--- config.mk ---
export PLATFORM = sky130hd
export DESIGN_NAME = pipeline_stage_register_flat
export DESIGN_NICKNAME = d
export VERILOG_FILES = /design/src/rtl/pipeline_pkg.sv /design/src/rtl/pipeline_stage_register_if.sv /design/src/rtl/pipeline_payload_slot.sv /design/src/rtl/pipeline_stage_register.sv /design/src/flat_wrapper.sv
export SDC_FILE = /design/constraint.sdc
export NUM_CORES = 1
export LEC_CHECK = 0
export ABC_AREA = 0
export BUFFER_PORTS_ARGS = -buffer_cell sky130_fd_sc_hd__buf_2
export CAP_MARGIN = 15
export CORE_AREA = 3 3 143 215
export DETAILED_ROUTE_END_ITERATION = 8
export DIE_AREA = 0 0 146 218
export GPL_ROUTABILITY_DRIVEN = 0
export PLACE_DENSITY = 0.68
export SLEW_MARGIN = 20
export SYNTH_ARGS = -nofsm -noshare
export SYNTH_HDL_FRONTEND = slang
export SYNTH_SLANG_ARGS = --single-unit
--- constraint.sdc ---
create_clock -name clk -period 5.55 [get_ports clk]
set_input_delay 1.11 -clock clk [delete_from_list [all_inputs] [get_ports clk]]
set_output_delay 1.11 -clock clk [all_outputs]
set_load 0.005 [all_outputs]
--- src/rtl/pipeline_pkg.sv ---
// Shared defaults, E/M control-bundle bit layout, occupancy states and payload type
// for the MIPS pipeline boundary registers.
package pipeline_pkg;

    localparam int DEFAULT_DATA_WIDTH     = 32;
    localparam int DEFAULT_REG_ADDR_WIDTH = 5;
    localparam int EM_NUM_LANES           = 4;
    localparam int EM_CTRL_WIDTH          = 4;

    // Bit positions inside the E/M control bundle
    localparam int CTRL_REG_WRITE  = 0;
    localparam int CTRL_MEM_TO_REG = 1;
    localparam int CTRL_MEM_WRITE  = 2;
    localparam int CTRL_HILO_WRITE = 3;

    typedef enum logic [1:0] {
        OCC_EMPTY = 2'd0,
        OCC_ONE   = 2'd1,
        OCC_FULL  = 2'd2
    } occ_state_e;

    typedef struct packed {
        logic [EM_CTRL_WIDTH-1:0]                         ctrl;
        logic [EM_NUM_LANES-1:0][DEFAULT_DATA_WIDTH-1:0]  data;
        logic [DEFAULT_REG_ADDR_WIDTH-1:0]                dest;
    } em_payload_t;

endpackage

--- src/rtl/pipeline_stage_register_if.sv ---
// Upstream/downstream valid-ready bundle of one pipeline boundary register.
interface pipeline_stage_register_if
    import pipeline_pkg::*;
#(
    parameter int DATA_WIDTH     = DEFAULT_DATA_WIDTH,
    parameter int NUM_LANES      = EM_NUM_LANES,
    parameter int CTRL_WIDTH     = EM_CTRL_WIDTH,
    parameter int REG_ADDR_WIDTH = DEFAULT_REG_ADDR_WIDTH
);

    logic                            in_valid;
    logic                            in_ready;
    logic [CTRL_WIDTH-1:0]           ctrl_in;
    logic [NUM_LANES*DATA_WIDTH-1:0] data_in;
    logic [REG_ADDR_WIDTH-1:0]       dest_in;

    logic                            out_valid;
    logic                            out_ready;
    logic [CTRL_WIDTH-1:0]           ctrl_out;
    logic [NUM_LANES*DATA_WIDTH-1:0] data_out;
    logic [REG_ADDR_WIDTH-1:0]       dest_out;

    // master: the surrounding stages; slave: the boundary register itself
    modport master (
        output in_valid, ctrl_in, data_in, dest_in, out_ready,
        input  in_ready, out_valid, ctrl_out, data_out, dest_out
    );

    modport slave (
        input  in_valid, ctrl_in, data_in, dest_in, out_ready,
        output in_ready, out_valid, ctrl_out, data_out, dest_out
    );

endinterface

--- src/rtl/pipeline_payload_slot.sv ---
// One payload register (ctrl, lanes, dest) with load enable and synchronous clear.
module pipeline_payload_slot #(
    parameter int WIDTH = 8
) (
    input  logic             clk,
    input  logic             clear,
    input  logic             load,
    input  logic [WIDTH-1:0] d,
    output logic [WIDTH-1:0] q
);

    always_ff @(posedge clk) begin
        if (clear) begin
            q <= '0;
        end else if (load) begin
            q <= d;
        end
    end

endmodule

--- src/rtl/pipeline_stage_register.sv ---
// Parametrised valid/ready pipeline boundary register with flush, optional
// two-entry skid buffer and a saturating back-pressure counter.
module pipeline_stage_register
    import pipeline_pkg::*;
#(
    parameter int DATA_WIDTH      = DEFAULT_DATA_WIDTH,
    parameter int NUM_LANES       = EM_NUM_LANES,
    parameter int CTRL_WIDTH      = EM_CTRL_WIDTH,
    parameter int REG_ADDR_WIDTH  = DEFAULT_REG_ADDR_WIDTH,
    parameter bit SKID_ENABLE     = 1'b1,
    parameter int STALL_CNT_WIDTH = 16
) (
    input  logic                       clk,
    input  logic                       reset,
    input  logic                       flush,
    pipeline_stage_register_if.slave   bus,
    output logic [1:0]                 occupancy,
    output logic [STALL_CNT_WIDTH-1:0] stall_count
);

    localparam int LANES_W   = NUM_LANES * DATA_WIDTH;
    localparam int PAYLOAD_W = CTRL_WIDTH + LANES_W + REG_ADDR_WIDTH;
    localparam logic [STALL_CNT_WIDTH-1:0] STALL_ONE = STALL_CNT_WIDTH'(1);

    occ_state_e                 state_p1, state_next;
    logic                       out_valid, in_xfer, out_xfer;
    logic                       main_load, main_from_skid, skid_load;
    logic [PAYLOAD_W-1:0]       payload_in, main_d, main_q, skid_q;
    logic [STALL_CNT_WIDTH-1:0] stall_p1;

    function automatic logic [STALL_CNT_WIDTH-1:0] sat_inc(input logic [STALL_CNT_WIDTH-1:0] v);
        return (&v) ? v : v + STALL_ONE;
    endfunction

    assign out_valid = (state_p1 != OCC_EMPTY);

    // Skid mode decouples in_ready from out_ready entirely; it depends on state only
    if (SKID_ENABLE) begin : g_ready_skid
        assign bus.in_ready = (state_p1 != OCC_FULL);
    end else begin : g_ready_comb
        assign bus.in_ready = bus.out_ready | ~out_valid;
    end

    // An input offered during flush is dropped even when in_ready is high
    assign in_xfer    = bus.in_valid & bus.in_ready & ~flush;
    assign out_xfer   = out_valid & bus.out_ready;
    assign payload_in = {bus.ctrl_in, bus.data_in, bus.dest_in};
    assign main_d     = main_from_skid ? skid_q : payload_in;

    always_comb begin
        state_next     = state_p1;
        main_load      = 1'b0;
        main_from_skid = 1'b0;
        skid_load      = 1'b0;
        if (flush) begin
            state_next = OCC_EMPTY;
        end else begin
            case (state_p1)
                OCC_EMPTY: begin
                    if (in_xfer) begin
                        main_load  = 1'b1;
                        state_next = OCC_ONE;
                    end
                end
                OCC_ONE: begin
                    if (in_xfer && out_xfer) begin
                        main_load = 1'b1;
                    end else if (in_xfer && SKID_ENABLE) begin
                        skid_load  = 1'b1;
                        state_next = OCC_FULL;
                    end else if (out_xfer) begin
                        state_next = OCC_EMPTY;
                    end
                end
                OCC_FULL: begin
                    if (out_xfer) begin
                        main_load      = 1'b1;
                        main_from_skid = 1'b1;
                        state_next     = OCC_ONE;
                    end
                end
                default: state_next = OCC_EMPTY;
            endcase
        end
    end

    // ---- stage boundary: occupancy state and stall counter ----
    always_ff @(posedge clk) begin
        if (reset) begin
            state_p1 <= OCC_EMPTY;
            stall_p1 <= '0;
        end else begin
            state_p1 <= state_next;
            if (out_valid && !bus.out_ready) begin
                stall_p1 <= sat_inc(stall_p1);
            end
        end
    end

    // ---- stage boundary: payload registers (flush leaves contents stale) ----
    pipeline_payload_slot #(.WIDTH(PAYLOAD_W)) u_main (
        .clk   (clk),
        .clear (reset),
        .load  (main_load),
        .d     (main_d),
        .q     (main_q)
    );

    if (SKID_ENABLE) begin : g_skid
        pipeline_payload_slot #(.WIDTH(PAYLOAD_W)) u_skid (
            .clk   (clk),
            .clear (reset),
            .load  (skid_load),
            .d     (payload_in),
            .q     (skid_q)
        );
    end else begin : g_no_skid
        assign skid_q = '0;
    end

    // Bubbles must never assert write enables downstream
    assign bus.out_valid = out_valid;
    assign bus.ctrl_out  = out_valid ? main_q[PAYLOAD_W-1 -: CTRL_WIDTH] : '0;
    assign bus.data_out  = main_q[REG_ADDR_WIDTH +: LANES_W];
    assign bus.dest_out  = main_q[REG_ADDR_WIDTH-1:0];
    assign occupancy     = state_p1;
    assign stall_count   = stall_p1;

endmodule

--- src/flat_wrapper.sv ---
// flat-port wrapper written by rule: the top's interface ports become plain ports
module pipeline_stage_register_flat import pipeline_pkg::*;
#(
    parameter int DATA_WIDTH      = DEFAULT_DATA_WIDTH,
    parameter int NUM_LANES       = EM_NUM_LANES,
    parameter int CTRL_WIDTH      = EM_CTRL_WIDTH,
    parameter int REG_ADDR_WIDTH  = DEFAULT_REG_ADDR_WIDTH,
    parameter bit SKID_ENABLE     = 1'b1,
    parameter int STALL_CNT_WIDTH = 16
)
  (clk, reset, flush, occupancy, stall_count, bus_in_valid, bus_ctrl_in, bus_data_in, bus_dest_in, bus_out_ready, bus_in_ready, bus_out_valid, bus_ctrl_out, bus_data_out, bus_dest_out);
  pipeline_stage_register_if #(.DATA_WIDTH(DATA_WIDTH), .NUM_LANES(NUM_LANES), .CTRL_WIDTH(CTRL_WIDTH), .REG_ADDR_WIDTH(REG_ADDR_WIDTH)) bus_i ();
  input  logic clk;
  input  logic reset;
  input  logic flush;
  output logic [1:0] occupancy;
  output logic [STALL_CNT_WIDTH-1:0] stall_count;
  input wire logic [$bits(bus_i.in_valid)-1:0] bus_in_valid;
  input wire logic [$bits(bus_i.ctrl_in)-1:0] bus_ctrl_in;
  input wire logic [$bits(bus_i.data_in)-1:0] bus_data_in;
  input wire logic [$bits(bus_i.dest_in)-1:0] bus_dest_in;
  input wire logic [$bits(bus_i.out_ready)-1:0] bus_out_ready;
  output wire logic [$bits(bus_i.in_ready)-1:0] bus_in_ready;
  output wire logic [$bits(bus_i.out_valid)-1:0] bus_out_valid;
  output wire logic [$bits(bus_i.ctrl_out)-1:0] bus_ctrl_out;
  output wire logic [$bits(bus_i.data_out)-1:0] bus_data_out;
  output wire logic [$bits(bus_i.dest_out)-1:0] bus_dest_out;
  assign bus_i.in_valid = bus_in_valid;
  assign bus_i.ctrl_in = bus_ctrl_in;
  assign bus_i.data_in = bus_data_in;
  assign bus_i.dest_in = bus_dest_in;
  assign bus_i.out_ready = bus_out_ready;
  assign bus_in_ready = bus_i.in_ready;
  assign bus_out_valid = bus_i.out_valid;
  assign bus_ctrl_out = bus_i.ctrl_out;
  assign bus_data_out = bus_i.data_out;
  assign bus_dest_out = bus_i.dest_out;
  pipeline_stage_register #(.DATA_WIDTH(DATA_WIDTH), .NUM_LANES(NUM_LANES), .CTRL_WIDTH(CTRL_WIDTH), .REG_ADDR_WIDTH(REG_ADDR_WIDTH), .SKID_ENABLE(SKID_ENABLE), .STALL_CNT_WIDTH(STALL_CNT_WIDTH)) u_core (.clk(clk), .reset(reset), .flush(flush), .bus(bus_i), .occupancy(occupancy), .stall_count(stall_count));
endmodule
==> impl_metrics.tcl <==
set metrics [dict create \
    crit_path_cell_trace "buf_2 -> inv_8 -> nand3_4 -> buf_4 -> nand2_1 -> a21oi_1" \
    crit_slowest_cell "nand3_4" \
    cts_resized 0 \
    overflow 0 \
    grt_max_degree 149 \
    port_buffers 298 \
    maxCapViolations 0 \
    drv_slew 0 \
    utilization_pct 50.03 \
    clk_latency_ns 0.54 \
    p_leak_uw 0.005214 \
    synth_xor_xnor_area_share_pct 0 \
    initialDrtViolationCount 627 \
    fp.dieH_um 218 \
    fin_crit_ns 3.000 \
    syn_nets 1635 \
    ys_ff_latch 292 \
    multi_input_area_um2 5628 \
    ioPinCount 299 \
    netlist_area_um2 13040 \
    clock_sink_count 292 \
    hold_violations 0 \
    min_path_type "flip-flop to flip-flop" \
    initial_core_util_pct 44.66 \
    p_per_area_nw_per_um2 314.5 \
    cts.clk_slew.worst_paths_ns 0.06 \
    clk_path_buf_depth 3 \
    dieArea_um2 31830 \
    r2r_start "u_core.occupancy[0]$_SDFFE_PP0P_" \
    skew_ns 0.006165 \
    yosys.area_share.simple_pct 10.66 \
    grt_pass1_vias 9973 \
    fmax_mhz 333.3 \
    die_w_um 146 \
    synthArstFlopShare_pct 0 \
    final_common_cell "buf_2" \
    ir_worst_vdd_mv 0.2612 \
    cpPeakStageDelay_ns 0.78 \
    fin_cells 1974 \
    post_cts_buffers 0 \
    drc 0 \
    syn2layout_area_growth_pct 12.04 \
    cp-start-kind "input pin" \
    path_class "input pin to flip-flop" \
    drive_gt1_share_pct 23.30 \
    drt_first_pass_iters 5 \
    rsz0062_at_grt "no" \
    synth.distinct_cells 40 \
    synth_top_family_by_area "compound AO/OA/AOI/OAI gates" \
    place_hpwl_um 19610 \
    antenna_found_initial 5 \
    tightest_slew_ns 1.119 \
    cts_buffers 28 \
    via_per_inst 5.402 \
    final-seq-area_um2 5846 \
    ys_warn_count 0 \
    htree_levels 1 \
    setup.worst_path.start "flush" \
    coreArea_um2 29190 \
    final_cell_mix "buf_2, dfxtp_1, a21oi_1" \
    synth_adder_area_share_pct 0.09598 \
    status "finished clean" \
    fin_tns_setup_ns 0 \
    cts_tree "yes" \
    fin_crit_sh_pct 54.06 \
    synth_compound_area_share_pct 21.30 \
    fillers 2837 \
    setup_viol 0 \
    vias 10664 \
    synthMuxAreaShare_pct 10.86 \
    synth_sequential_area_ratio_pct 44.84 \
    synth_edf_count 0 \
    num_rows 77 \
    dp.cells 1920 \
    synth_cells 1492 \
    critPathMaxFanout 83 \
    cts_hold_buf 0 \
    routed_wl_um 32340 \
    detail_route.wl_per_cell_um 16.38 \
    synth_area_per_cell_um2 8.737 \
    ys.flop_type "dfxtp_1" \
    cp-end-kind "flip-flop" \
    fin_nets 1698 \
    track_usage_pct 19.07 \
    cp.required_ns 5.94 \
    ant_nets 0 \
    hold_path_startpoint "u_core.g_skid.u_skid.q[33]$_SDFFE_PP0P_" \
    worstPathArrival_ns 3.39 \
    root_buffer "clkbuf_16" \
    grt_pass1_wl_um 51480 \
    maxSlewHeadroom_pct 25.39 \
]
==> state kept, by name, summed over array words and instances, names as in the netlist <==
name and cells:
u_core.g_skid.u_skid.q 137, u_core.occupancy 2, u_core.u_main.q 137, u_core.stall_count 16
==> cell families (layout without fill, tap and decap cells) <==
kind of cell    after synthesis  in the layout
fa+ha+maj                     1              1
mux                         141            141
buf+inv                     283            366
other cells                   0              4
simple gates                334            334
flops                       292            292
compound gates              441            441
==> power breakdown <==
part / internal (uW) / switching, uW / total, uW
Clock: 1140 / 803 / 1940
Sequential: 2180 / 45.4 / 2220
Combinational: 179 / 251 / 430
Total: 3490 / 1100 / 4590
==> worst max-delay path: cells and delay by family <==
| kind | cells | cell delay, ns |
|---|---|---|
| compound gates | 1 | 0.07 |
| simple gates | 2 | 0.94 |
| buf+inv | 3 | 1.16 |
==> layout make-up <==
cell class,instances,area share [%]
Timing Repair Buffer,309,11.27
Sequential cell,292,40.02
Antenna cell,4,0.06853
Tap cell,395,3.384
Inverter,7,0.2313
Clock buffer,40,5.731
Multi-Input combinational cell,917,38.53
Clock inverter,10,0.7539
==> stage by stage <==
step | total power (uW) | hold WS [ns] | worst slack [ns] | area, um^2
3_5_place_dp | 2701 | 0.4463 | 1.966 | 13650
3_3_place_gp | 2692 | 0.4403 | 1.987 | 13650
5_1_grt | 4791 | 0.4727 | 2.332 | 14610
4_1_cts | 4653 | 0.4553 | 2.544 | 14600
6_report | 4594 | 0.4541 | 2.550 | 14610
2_1_floorplan | 2590 | 0.4360 | 2.899 | 13040
==> path summary, 6_finish.rpt <==
check,endpoint,slack (ns),cells after the start
max reg2reg,u_core.g_skid.u_skid.q[67]$_SDFFE_PP0P_,2.72,5
min reg2reg,u_core.g_skid.u_skid.q[33]$_SDFFE_PP0P_,0.45,2
min,u_core.g_skid.u_skid.q[33]$_SDFFE_PP0P_,0.45,2
max,u_core.g_skid.u_skid.q[67]$_SDFFE_PP0P_,2.55,6
==> cells in the mapped netlist, types with 4 or more instances <==
| cell type | count | area, um^2 |
|---|---|---|
| a21oi_1 | 285 | 1426 |
| a311oi_1 | 137 | 1200 |
| buf_1 | 8 | 30.03 |
| buf_2 | 19 | 95.09 |
| buf_4 | 136 | 1021 |
| clkbuf_1 | 113 | 424.2 |
| dfxtp_1 | 292 | 5846 |
| inv_1 | 7 | 26.28 |
| mux2i_1 | 138 | 1381 |
| nand2_1 | 278 | 1044 |
| nand3_1 | 5 | 25.02 |
| nor2_1 | 8 | 30.03 |
| nor2b_1 | 9 | 56.30 |
| nor3_1 | 5 | 25.02 |
| nor4_1 | 4 | 25.02 |
| o31ai_1 | 6 | 45.04 |
| or3_1 | 5 | 31.28 |
| or4_1 | 5 | 37.54 |
==> per-layer routing <==
metal / vias up / part of all wire (%) / track usage [%]
li1: 5327 / - / -
met4: 2 / 3.2 / 7.815
met2: 316 / 49 / 33.02
met1: 4960 / 41 / 23.16
met5: - / 0.022 / 0
met3: 59 / 6.6 / 3.909
(Power assumes the default switching activity.)
